===== src/rtl/mult_div_unit.sv =====
// mult_div_unit: multicycle signed multiply/divide for the MIPS datapath.
// One operand bit is processed per clock. The signed result is delivered
// in hi/lo together with a single-cycle done pulse, 33 cycles after the
// start request is sampled. A divide by zero is rejected at once with a
// one-cycle divByZero pulse.
module mult_div_unit #(
    parameter int WIDTH = 32
) (
    input  logic             clk,
    input  logic             reset,
    input  logic             multOP,
    input  logic             divOP,
    input  logic [WIDTH-1:0] a,
    input  logic [WIDTH-1:0] b,
    output logic [WIDTH-1:0] hi,
    output logic [WIDTH-1:0] lo,
    output logic             busy,
    output logic             done,
    output logic             divByZero
);

    localparam logic [1:0] ST_IDLE = 2'd0;
    localparam logic [1:0] ST_MULT = 2'd1;
    localparam logic [1:0] ST_DIV  = 2'd2;
    localparam logic [1:0] ST_DONE = 2'd3;

    localparam logic [5:0] LAST_ITER = 6'(WIDTH - 1);

    logic [1:0]         state_reg;
    logic [5:0]         cnt_reg;

    // Architectural result registers and output flags
    logic [WIDTH-1:0]   hi_reg;
    logic [WIDTH-1:0]   lo_reg;
    logic               busy_reg;
    logic               done_reg;
    logic               dbz_reg;

    // Sign bookkeeping captured at start
    logic               neg_result_reg;   // product / quotient must be negated
    logic               neg_rem_reg;      // remainder must be negated (dividend < 0)

    // Multiply working registers
    logic [2*WIDTH-1:0] acc_reg;
    logic [2*WIDTH-1:0] mcand_reg;
    logic [WIDTH-1:0]   mplier_reg;

    // Divide working registers
    logic [WIDTH-1:0]   rem_reg;
    logic [WIDTH-1:0]   quot_reg;
    logic [WIDTH-1:0]   dvs_reg;

    // Operand magnitudes; the most negative value maps to itself, which is
    // exactly its magnitude when read as unsigned.
    logic               a_neg;
    logic               b_neg;
    logic [WIDTH-1:0]   a_mag;
    logic [WIDTH-1:0]   b_mag;
    logic               b_zero;
    logic               idle_like;

    // One shift-add step and the sign-corrected product
    logic [2*WIDTH-1:0] acc_step;
    logic [2*WIDTH-1:0] prod_final;

    // One restoring-division step and the sign-corrected results
    logic [WIDTH:0]     div_shifted;
    logic [WIDTH:0]     div_diff;
    logic               div_fits;
    logic [WIDTH-1:0]   rem_step;
    logic [WIDTH-1:0]   quot_step;
    logic [WIDTH-1:0]   quot_final;
    logic [WIDTH-1:0]   rem_final;

    assign a_neg     = a[WIDTH-1];
    assign b_neg     = b[WIDTH-1];
    assign a_mag     = a_neg ? (~a + 1'b1) : a;
    assign b_mag     = b_neg ? (~b + 1'b1) : b;
    assign b_zero    = (b == '0);
    assign idle_like = (state_reg == ST_IDLE) || (state_reg == ST_DONE);

    // Datapath for the current iteration of either operation
    always_comb begin
        acc_step   = acc_reg + (mplier_reg[0] ? mcand_reg : '0);
        prod_final = neg_result_reg ? (~acc_step + 1'b1) : acc_step;

        // Shift in the next dividend bit and try subtracting the divisor.
        // The partial remainder is always below the divisor, so bit WIDTH
        // of the difference is a clean borrow indicator.
        div_shifted = {rem_reg, quot_reg[WIDTH-1]};
        div_diff    = div_shifted - {1'b0, dvs_reg};
        div_fits    = ~div_diff[WIDTH];
        rem_step    = div_fits ? div_diff[WIDTH-1:0] : div_shifted[WIDTH-1:0];
        quot_step   = {quot_reg[WIDTH-2:0], div_fits};
        quot_final  = neg_result_reg ? (~quot_step + 1'b1) : quot_step;
        rem_final   = neg_rem_reg ? (~rem_step + 1'b1) : rem_step;
    end

    // Control FSM, iteration counter, working registers and result latch
    always_ff @(posedge clk) begin
        if (reset) begin
            state_reg      <= ST_IDLE;
            cnt_reg        <= '0;
            hi_reg         <= '0;
            lo_reg         <= '0;
            busy_reg       <= 1'b0;
            done_reg       <= 1'b0;
            dbz_reg        <= 1'b0;
            neg_result_reg <= 1'b0;
            neg_rem_reg    <= 1'b0;
            acc_reg        <= '0;
            mcand_reg      <= '0;
            mplier_reg     <= '0;
            rem_reg        <= '0;
            quot_reg       <= '0;
            dvs_reg        <= '0;
        end else begin
            done_reg <= 1'b0;
            dbz_reg  <= 1'b0;
            if (idle_like) begin
                // DONE samples starts exactly like IDLE, so back-to-back
                // operations run without a gap cycle.
                busy_reg <= 1'b0;
                cnt_reg  <= '0;
                if (multOP) begin
                    state_reg      <= ST_MULT;
                    busy_reg       <= 1'b1;
                    acc_reg        <= '0;
                    mcand_reg      <= {{WIDTH{1'b0}}, a_mag};
                    mplier_reg     <= b_mag;
                    neg_result_reg <= a_neg ^ b_neg;
                end else if (divOP && !b_zero) begin
                    state_reg      <= ST_DIV;
                    busy_reg       <= 1'b1;
                    rem_reg        <= '0;
                    quot_reg       <= a_mag;
                    dvs_reg        <= b_mag;
                    neg_result_reg <= a_neg ^ b_neg;
                    neg_rem_reg    <= a_neg;
                end else begin
                    state_reg <= ST_IDLE;
                    dbz_reg   <= divOP;
                end
            end else begin
                // MULT / DIV: start requests are ignored, not queued
                cnt_reg <= cnt_reg + 6'd1;
                if (state_reg == ST_MULT) begin
                    acc_reg    <= acc_step;
                    mcand_reg  <= mcand_reg << 1;
                    mplier_reg <= mplier_reg >> 1;
                    if (cnt_reg == LAST_ITER) begin
                        state_reg <= ST_DONE;
                        busy_reg  <= 1'b0;
                        done_reg  <= 1'b1;
                        hi_reg    <= prod_final[2*WIDTH-1:WIDTH];
                        lo_reg    <= prod_final[WIDTH-1:0];
                    end
                end else begin
                    rem_reg  <= rem_step;
                    quot_reg <= quot_step;
                    if (cnt_reg == LAST_ITER) begin
                        state_reg <= ST_DONE;
                        busy_reg  <= 1'b0;
                        done_reg  <= 1'b1;
                        hi_reg    <= rem_final;
                        lo_reg    <= quot_final;
                    end
                end
            end
        end
    end

    assign hi        = hi_reg;
    assign lo        = lo_reg;
    assign busy      = busy_reg;
    assign done      = done_reg;
    assign divByZero = dbz_reg;

endmodule


===== config.mk =====
export PLATFORM = sky130hd
export DESIGN_NAME = mult_div_unit
export DESIGN_NICKNAME = d
export VERILOG_FILES = /design/src/rtl/mult_div_unit.sv
export SDC_FILE = /design/constraint.sdc
export NUM_CORES = 1
export LEC_CHECK = 0
export CAP_MARGIN = 20
export CORE_ASPECT_RATIO = 2
export CORE_MARGIN = 3
export CORE_UTILIZATION = 54
export CTS_BUF_LIST = sky130_fd_sc_hd__clkbuf_4
export DETAILED_ROUTE_END_ITERATION = 16
export PLACE_DENSITY = 0.73
export REMOVE_ABC_BUFFERS = 1
export SKIP_CTS_REPAIR_TIMING = 1
export SLEW_MARGIN = 25
export SYNTH_ARGS = -nofsm -noshare
export SYNTH_HDL_FRONTEND = slang
export SYNTH_SLANG_ARGS = --single-unit

===== constraint.sdc =====
create_clock -name clk -period 12.2 [get_ports clk]
set_clock_uncertainty 0.05 [all_clocks]
set_input_delay 1.83 -clock clk [delete_from_list [all_inputs] [get_ports clk]]
set_output_delay 1.83 -clock clk [all_outputs]
set_load 0.01 [all_outputs]

# Word-level counts from Yosys, hierarchy flattened
# Cells that the tools add are included.
# word_totals
ff_bits	333
in_bits	68
out_inout_bits	67
word_cells	95
# op_classes
addsub	8
eq_ne	7
muxes	41
bitwise_logic	9
reduce_logical	15
# op_table
op	count
$mux W32	22
$mux W64	8
$add A32 B1 Y32 const B	4
$not A32 Y32	4
$add A64 B1 Y64 const B	1
$add A64 B64 Y64	1
$not A64 Y64	1
$sub A33 B32 Y33	1
$logic_not A32 Y1	1
$mux W2	4
$mux W1	7
$add A6 B1 Y6 const B	1
$eq A6 B5 Y1 const B	1
$ne A2 B2 Y1 const B	3
$reduce_and A2 Y1	3
$reduce_and A3 Y1	2
$reduce_bool A2 Y1	3
$reduce_or A4 Y1	1
$not A1 Y1	3
$eq A2 B1 Y1 const B	1
$eq A2 B2 Y1 const B	1
$logic_not A2 Y1	1
$ne A2 B1 Y1 const B	1
$reduce_or A2 Y1	1
other kinds (4)	4

# Longest topological paths before layout
# Gate-level depths: netlist (run 1).
# logic_depth
ltp_word	7
mapped_depth	27
ltp_nobuf	23

# Worst setup path before layout (run 1)
# OpenSTA, ideal clock, no wires.
# synth_path
path_type	register to register
startpoint	reg rem_reg[21]
endpoint	reg hi_reg[30] (netlist: hi[30])
setup_ns	0.132
arrival_ns	4.922
t_required_ns	12.018
slack_ns	7.096
stages_incl_launch_ff	25
period_less_slack_ns	5.104
cell_sequence	dfxtp_1 ha_1 clkbuf_1 and4_4 and3_1 and2_1 o41a_1 o21ba_2 or3_1 clkbuf_1 inv_2 buf_2 buf_2 buf_1 nor2_1 a21oi_1 ha_1 nand2_1 nor4b_1 nand4_1 o22a_1 o211ai_1 o31ai_1 a221oi_1 a21oi_1
# synth_via
elab_chain_len	7
# synth_lines
item	line_no	rtl
start, declared	49	logic [WIDTH-1:0] rem_reg;
start signal, assigned	159	rem_reg <= rem_step;
$sub A33 B32 Y33	91	div_diff = div_shifted - {1'b0, dvs_reg};
$mux W32 *	93	rem_step = div_fits ? div_diff[WIDTH-1:0] : div_shifted[WIDTH-1:0];
$not A32 Y32	96	rem_final = neg_rem_reg ? (~rem_step + 1'b1) : rem_step;
$add A32 B1 Y32	96	
$mux W32 *	96	
$mux W32 *	161	if (cnt_reg == LAST_ITER) begin
$mux W32 *	147	if (state_reg == ST_MULT) begin
end signal, assigned	155	hi_reg <= prod_final[2*WIDTH-1:WIDTH];
end signal, assigned	165	hi_reg <= rem_final;
end, declared	33	logic [WIDTH-1:0] hi_reg;
# Mark *: on every way between the ends. The rest lies on a longest branch, timed or not. The select of a mux whose other input is x is not followed.
# A chain may end at the register's enable or synchronous reset.

# Worst setup path after layout (run 1)
# layout_path
startpoint	reg mplier_reg[0]
endpoint	reg hi_reg[18] (netlist: hi[18])
# layout_via
elab_chain_len	7
# layout_lines
item	line_no	rtl
start, declared	46	logic [WIDTH-1:0] mplier_reg;
start signal, assigned	130	mplier_reg <= b_mag;
start signal, assigned	150	mplier_reg <= mplier_reg >> 1;
$mux W64 *	84	acc_step = acc_reg + (mplier_reg[0] ? mcand_reg : '0);
$add A64 B64 Y64 *	84	
$not A64 Y64	85	prod_final = neg_result_reg ? (~acc_step + 1'b1) : acc_step;
$add A64 B1 Y64	85	
$mux W64 *	85	
$mux W32 *	151	if (cnt_reg == LAST_ITER) begin
$mux W32 *	147	
# Marks and branches as above.

==> impl_results.md, run 1 <==
* Status: finished, final reports clean
* Slowest stage delay, CP at about 0.70 ns
* Post-synthesis instance total at approximately 3400
* Overflow after GRT at 0
* Synth Register Bits at roughly 330
* Worst Setup Path Type: register to register
* Worst setup margin at approximately 5.8 ns
* CTS sink count at 333
* Die W at 158.2 um
* Clock latency on the worst-skew pair at roughly 0.84 ns
* Largest cells by area after synthesis: dfxtp_1, nor2_1, a21oi_1
* Worst Reg2Reg Path Length in Cells at 18
* Final Util at approximately 60%
* IO buf count at ~130
* H-tree depth at 3
* Lkg Pwr at between 0.01 and 0.015 uW
* Core Region at between 0.04 and 0.05 mm^2
* Largest net degree at the start of global routing at 98
* Measured slew at the worst slew-check pin at 1.091 ns
* Worst-path fanout max at 65
* Vias in the first global route at 27160
* Ys Warns at 0
* Final wirelength at around 96000 um
* Pwr Total at 5420 uW
* Ys flop type: dfxtp_1
* RSZ-0062 raised after global routing: no
* I/O pins at 135
* CTS root buf: clkbuf_4
* Via density at around 6.7
* Syn-to-layout area delta at 10.36%
* CP arrival at approximately 7 ns
* Mean Syn Cell Area at between 7 and 8 um^2
* Fmax at about 0.16 GHz
* Worst R2R Setup Slack at 5.79 ns
* FFs w/ async S/R, synth at 0%
* DRC Markers at 0
* Nets at between 3000 and 4000
* Reg-to-reg startpoint: mplier_reg[0]$_SDFFE_PP0P_
* CP endpoint kind: register
* Post-Syn Area at around 0.025 mm^2
* Seq/Total Area, Yosys at 26.64%
* Pre-antenna DRT Iters at 6
* # fillers at between 4000 and 5000
* Final hold vios at 0
* Clock buffer count from CTS at between 80 and 90
* Cell Pwr Density at approximately 200 mW/mm^2
* Final hold slack at 0.3931 ns
* Dpl cell area at approximately 0.026 mm^2
* Final setup fails at 0
* Gr usage total at a little under two fifths
* Hpwl dp at 70370 um
* Share of cells above drive strength 1 at ~7%
* Reg area at 0.006669 mm^2
* CTS tree: yes
* Place WS at 5.330 ns
* Worst min path class: register to register
* Post-synth top area share at 26.64%
* Max-slew violations at 0
* Fin crit share at a little over half
* Die footprint at between 0.04 and 0.05 mm^2
* CP startpoint kind: register
* Initial core utilization at approximately 55%
* First-pass GRT wire length at between 100000 and 150000 um
* Worst setup path endpoint: hi[18]$_SDFFE_PP0P_
* Number of synthesized flops with an enable pin at 0
* DRT iter0 DRCs at approximately 2400
* Via Count at ~27000
* Peak supply drop at approximately 0.00025 V
* Cell variety after synth at 103
* Post-DRT Antenna Nets at 0
* Slew HR at between 20% and 30%
* Crit path cell chain: buf_4 > and2_1 > ha_1 > inv_1 > fa_1 > and2b_4 > o2111ai_2 > a211oi_2 > o21ai_0 > a2111oi_0 > and4_1 > nand3_1 > nor4_2 > nand4_1 > o41ai_2 > xor2_1 > a21o_1 > a21oi_1
* Post-route cell area at roughly 0.028 mm^2
* Max Cap Viol at 0
* Longest Clk Path Bufs at 3
* Critical path data required time at between 10 and 15 ns
* Multi-input gate area at 0.01718 mm^2
* Critical R2R Capture: hi[18]$_SDFFE_PP0P_
* Num rows at between 100 and 150
* Worst Setup SP: mplier_reg[0]$_SDFFE_PP0P_
* Synth area leader: dfxtp_1
* WL/cell at about 24 um
* Initial antenna violation count at 4
* Clk slew on worst S/H paths at around 0.060 ns
* Final Wtd Congestion at 1.021
* CP max stage cell: nor4_2
* Chip Height at just over 300 um
* Min cycle time layout at between 6 and 7 ns
## report_power, final
group	leakage, uW	switching (uW)	internal [uW]	total, uW
Sequential	0.00270	93.0	1170	1260
Clock	0.000634	505	512	1020
Combinational	0.00715	2060	1080	3140
Total	0.0105	2660	2760	5420
## placed cells by master, fill, tap and decap left out, types with 79 or more instances in the layout
cell,n
nor2_1,498
dfxtp_1,331
nand2_1,308
a21oi_1,297
o21ai_0,175
clkdlybuf4s50_1,133
clkbuf_4,119
xnor2_1,113
ha_1,101
a211oi_1,92
a22oi_1,88
and2_1,87
inv_1,80
xor2_1,79
## synthesized netlist by cell type (15+ instances only)
library cell,number
a31oi_1,56
a22oi_1,88
clkbuf_1,179
buf_2,29
o211ai_1,33
xor2_1,79
a21oi_1,297
nand3_1,49
a221oi_1,47
nor2_1,504
nand3b_1,38
o41ai_1,17
o31ai_1,37
inv_1,81
nor3b_1,16
buf_1,26
and3_1,27
o21a_1,15
or3_1,50
nor3_1,78
nand2b_1,25
ha_1,102
and2_1,87
nor2b_1,18
a21o_1,36
or4_1,23
nor4_1,36
mux2i_1,42
dfxtp_1,333
nand4_1,46
o21ai_0,175
xnor2_1,113
a211oi_1,93
nand2_1,309
## metal layers
| metal | GRT usage (%) | vias up | share of wire, % |
|---|---|---|---|
| met5 | 0 | - | 0 |
| met2 | 66.62 | 1307 | 50 |
| li1 | - | 12580 | - |
| met3 | 5.734 | 478 | 6.2 |
| met4 | 33.11 | 0 | 10 |
| met1 | 37.96 | 12970 | 34 |
## area by class of cell
cell class                      instances  area share [%]
Antenna cell                            3         0.02718
Inverter                               82           1.114
Timing Repair Buffer                  173           5.998
Multi-Input combinational cell       2767           62.21
Clock inverter                         28          0.7157
Sequential cell                       333           24.15
Clock buffer                          119           3.234
Tap cell                              565           2.559
## worst min path at each step
stage,slack [ns],cells after the start,to,from
global placement,0.37,1,cnt_reg[0]$_SDFF_PP0_,cnt_reg[0]$_SDFF_PP0_
finish,0.39,1,cnt_reg[0]$_SDFF_PP0_,cnt_reg[0]$_SDFF_PP0_
floorplan,0.36,1,cnt_reg[0]$_SDFF_PP0_,cnt_reg[0]$_SDFF_PP0_
CTS,0.40,1,cnt_reg[0]$_SDFF_PP0_,cnt_reg[0]$_SDFF_PP0_
global route,0.42,1,cnt_reg[0]$_SDFF_PP0_,cnt_reg[0]$_SDFF_PP0_
detailed placement,0.39,2,hi[25]$_SDFFE_PP0P_,hi[25]$_SDFFE_PP0P_
## stage by stage
| step | std cells | setup TNS, ns |
|---|---|---|
| finish | 4070 | 0 |
| global route | 4070 | 0 |
| CTS | 4065 | 0 |
| detailed placement | 3918 | 0 |
| global placement | 3918 | 0 |
| floorplan | 3182 | -140.42 |
## critical path: cells and delay by family, from the launching register on
| family | cells | cell delay [ns] |
|---|---|---|
| AOI/OAI and AO/OA | 7 | 2.15 |
| xor gates and xnor gates | 1 | 0.19 |
| adders and majority gates | 2 | 0.58 |
| buffers and inverters | 2 | 0.59 |
| DFF | 1 | 0.31 |
| and+or+nand+nor | 6 | 2.33 |
## cells by family after synthesis
logic type,synth area share (%)
compound gates,28.00
mux,2.130
xor+xnor,6.719
fa+ha+maj,5.259
flops,26.64
buf+inv,4.959
simple gates,26.30
(Power assumes the default switching activity.)
==> run 2: changes to the inputs <==
==> constraint.sdc (replaced) <==
create_clock -name clk -period 6.2 [get_ports clk]
set_clock_uncertainty 0.05 [all_clocks]
set_input_delay 0.93 -clock clk [delete_from_list [all_inputs] [get_ports clk]]
set_output_delay 0.93 -clock clk [all_outputs]
set_load 0.01 [all_outputs]
==> run 2 against run 1 <==
Net effect:
- via count rose by 0.17%
- sequential share of layout area fell by 0.30 points
- first-iteration DRC count rose by 3.0%
- die area did not move
- clock power rose by 89%
- cell count rose by 0.98%
- hold slack improved by 0.00094 ns
- count of clock-buffer cells in the layout fell by 5
- sequential power rose by 98%
- cell area rose by 1.2%
- largest cell class unchanged
- highest routed layer is now met5
==> impl_results.md, run 2 (synthesis results as in run 1) <==
* Pre-antenna DRT Iters at 10 (+4)
* Lkg Pwr at 0.01072 uW (+2.3%)
* Final setup fails at 0 (unchanged)
* Worst min path class: register to register
* Initial core utilization at 54.61% (unchanged)
* Clock latency on the worst-skew pair at 0.86 ns (+0.02 ns)
* Core Region at 0.04583 mm^2 (unchanged)
* Final wirelength at 96890 um (+1.3%)
* Commonest non-fill, non-tap cells in the layout: nor2_1, dfxtp_1, nand2_1, a21oi_1, o21ai_0
* Worst-path fanout max at 63 (-3.1%)
* CTS sink count at 333 (unchanged)
* First-pass GRT wire length at 146500 um (+0.11%)
* Commonest non-fill, non-tap cell in the layout: nor2_1
* Die footprint at 0.04912 mm^2 (unchanged)
* Overflow after GRT at 0 (unchanged)
* Worst Setup Path Type: register to register
* Clock buffer count from CTS at 82 (-1.2%)
* Cell Pwr Density at 381.4 mW/mm^2 (+94%)
* Initial antenna violation count at 5 (+1)
* Critical path data required time at 6.87 ns (-5.90 ns)
* Final Wtd Congestion at 1.056 (+3.4%)
* CP arrival at 6.44 ns (-0.54 ns)
* Fmax at 0.1735 GHz (+11%)
* Final Util at 61.02% (+0.75 points)
* Via density at 6.663 (-0.80%)
* Clk slew on worst S/H paths at 0.06 ns (about the same)
* Worst setup margin at 0.4355 ns (-5.358 ns)
* IO buf count at 134 (unchanged)
* Vias in the first global route at 26620 (-2.0%)
* Longest Clk Path Bufs at 3 (unchanged)
* Place WS at 0.6240 ns (-4.706 ns)
* CTS tree: yes
* DRT iter0 DRCs at 2427 (+3.0%)
* Hpwl dp at 72440 um (+3.0%)
* Max-slew violations at 0 (unchanged)
* Slew HR at 25.66% (-1.6 points)
* Syn-to-layout area delta at 11.73%
* I/O pins at 135 (unchanged)
* DRC Markers at 0 (unchanged)
* CTS root buf: clkbuf_4
* Chip Height at 310.5 um (unchanged)
* WL/cell at 23.57 um (+0.30%)
* Status: finished, final reports clean
* Via Count at 27380 (+0.17%)
* Largest net degree at the start of global routing at 177 (+81%)
* Share of cells above drive strength 1 at 8.164% (+1.1 points)
* Max Cap Viol at 0 (unchanged)
* CP startpoint kind: register
* Fin crit share at 92.98% (+40 points)
* Gr usage total at 38.09% (+0.26 points)
* CP endpoint kind: register
* Min cycle time layout at 5.764 ns (-0.6418 ns)
* RSZ-0062 raised after global routing: no
* Pwr Total at 10670 uW (+97%)
* Nets at 3663 (+1.4%)
* # fillers at 4371 (-0.34%)
* Peak supply drop at 0.0004251 V (+69%)
* Measured slew at the worst slew-check pin at 1.115 ns (+0.02445 ns)
* Die W at 158.2 um (unchanged)
* H-tree depth at 3 (unchanged)
* Num rows at 111 (unchanged)
* Final hold vios at 0 (unchanged)
* Post-DRT Antenna Nets at 0 (unchanged)
-- run 2: final cells by class --
| cell class | count | area, um^2 | share of cell area, % |
|---|---|---|---|
| Timing Repair Buffer | 225 | 2079 | 7.436 |
| Multi-Input combinational cell | 2767 | 17170 | 61.41 |
| Tap cell | 565 | 706.9 | 2.528 |
| Inverter | 82 | 307.8 | 1.101 |
| Clock inverter | 19 | 162.7 | 0.5817 |
| Clock buffer | 114 | 855.8 | 3.060 |
| Antenna cell | 5 | 12.51 | 0.04474 |
| Sequential cell | 333 | 6668 | 23.84 |
-- run 2: worst max-delay path: stages, from the launching register on --
cell and delay (ns):
dfxtp_1 0.39, buf_12 0.28, and2_1 0.18, ha_1 0.35, a21oi_2 0.32, o21ai_0 0.21
and2_0 0.37, or4_1 0.50, a21oi_1 0.40, nor4b_2 0.47, and4b_1 0.49, nand3_1 0.39
or4_4 0.56, o31ai_1 0.32, xor2_1 0.25, a21oi_1 0.10
-- run 2: worst paths after layout --
kind / endpoint / cells past startpoint / slack [ns] / from
max reg2reg: hi[28]$_SDFFE_PP0P_ / 15 / 0.44 / mplier_reg[0]$_SDFFE_PP0P_
max: hi[28]$_SDFFE_PP0P_ / 15 / 0.44 / mplier_reg[0]$_SDFFE_PP0P_
min reg2reg: cnt_reg[0]$_SDFF_PP0_ / 1 / 0.39 / cnt_reg[0]$_SDFF_PP0_
min: cnt_reg[0]$_SDFF_PP0_ / 1 / 0.39 / cnt_reg[0]$_SDFF_PP0_
-- run 2: per-layer routing --
layer  part of all wire, %  wire, um  up-vias  track usage [%]
met4                   9.4      9124        2            29.88
met1                    34     33050    12960            38.58
met5                 0.013        13        -                0
met3                   7.2      6936      466            7.182
li1                      -         -    12680                -
met2                    49     47760     1280            67.36
-- run 2: power by group --
| group | switching, uW | internal, uW | total, uW | leakage [uW] |
|---|---|---|---|---|
| Clock | 964 | 966 | 1930 | 0.000607 |
| Sequential | 185 | 2300 | 2490 | 0.00270 |
| Combinational | 4070 | 2180 | 6250 | 0.00741 |
-- run 2: metrics by stage --
| stage | TNS [ns] | area, um^2 | std cells | hold WS [ns] |
|---|---|---|---|---|
| global route | 0 | 27960 | 4108 | 0.4142 |
| global placement | 0 | 26930 | 3971 | 0.3713 |
| floorplan | -1046.75 | 24090 | 3182 | 0.3627 |
| detailed placement | 0 | 26930 | 3972 | 0.3907 |
| finish | 0 | 27960 | 4110 | 0.3940 |
| CTS | 0 | 27950 | 4105 | 0.3879 |
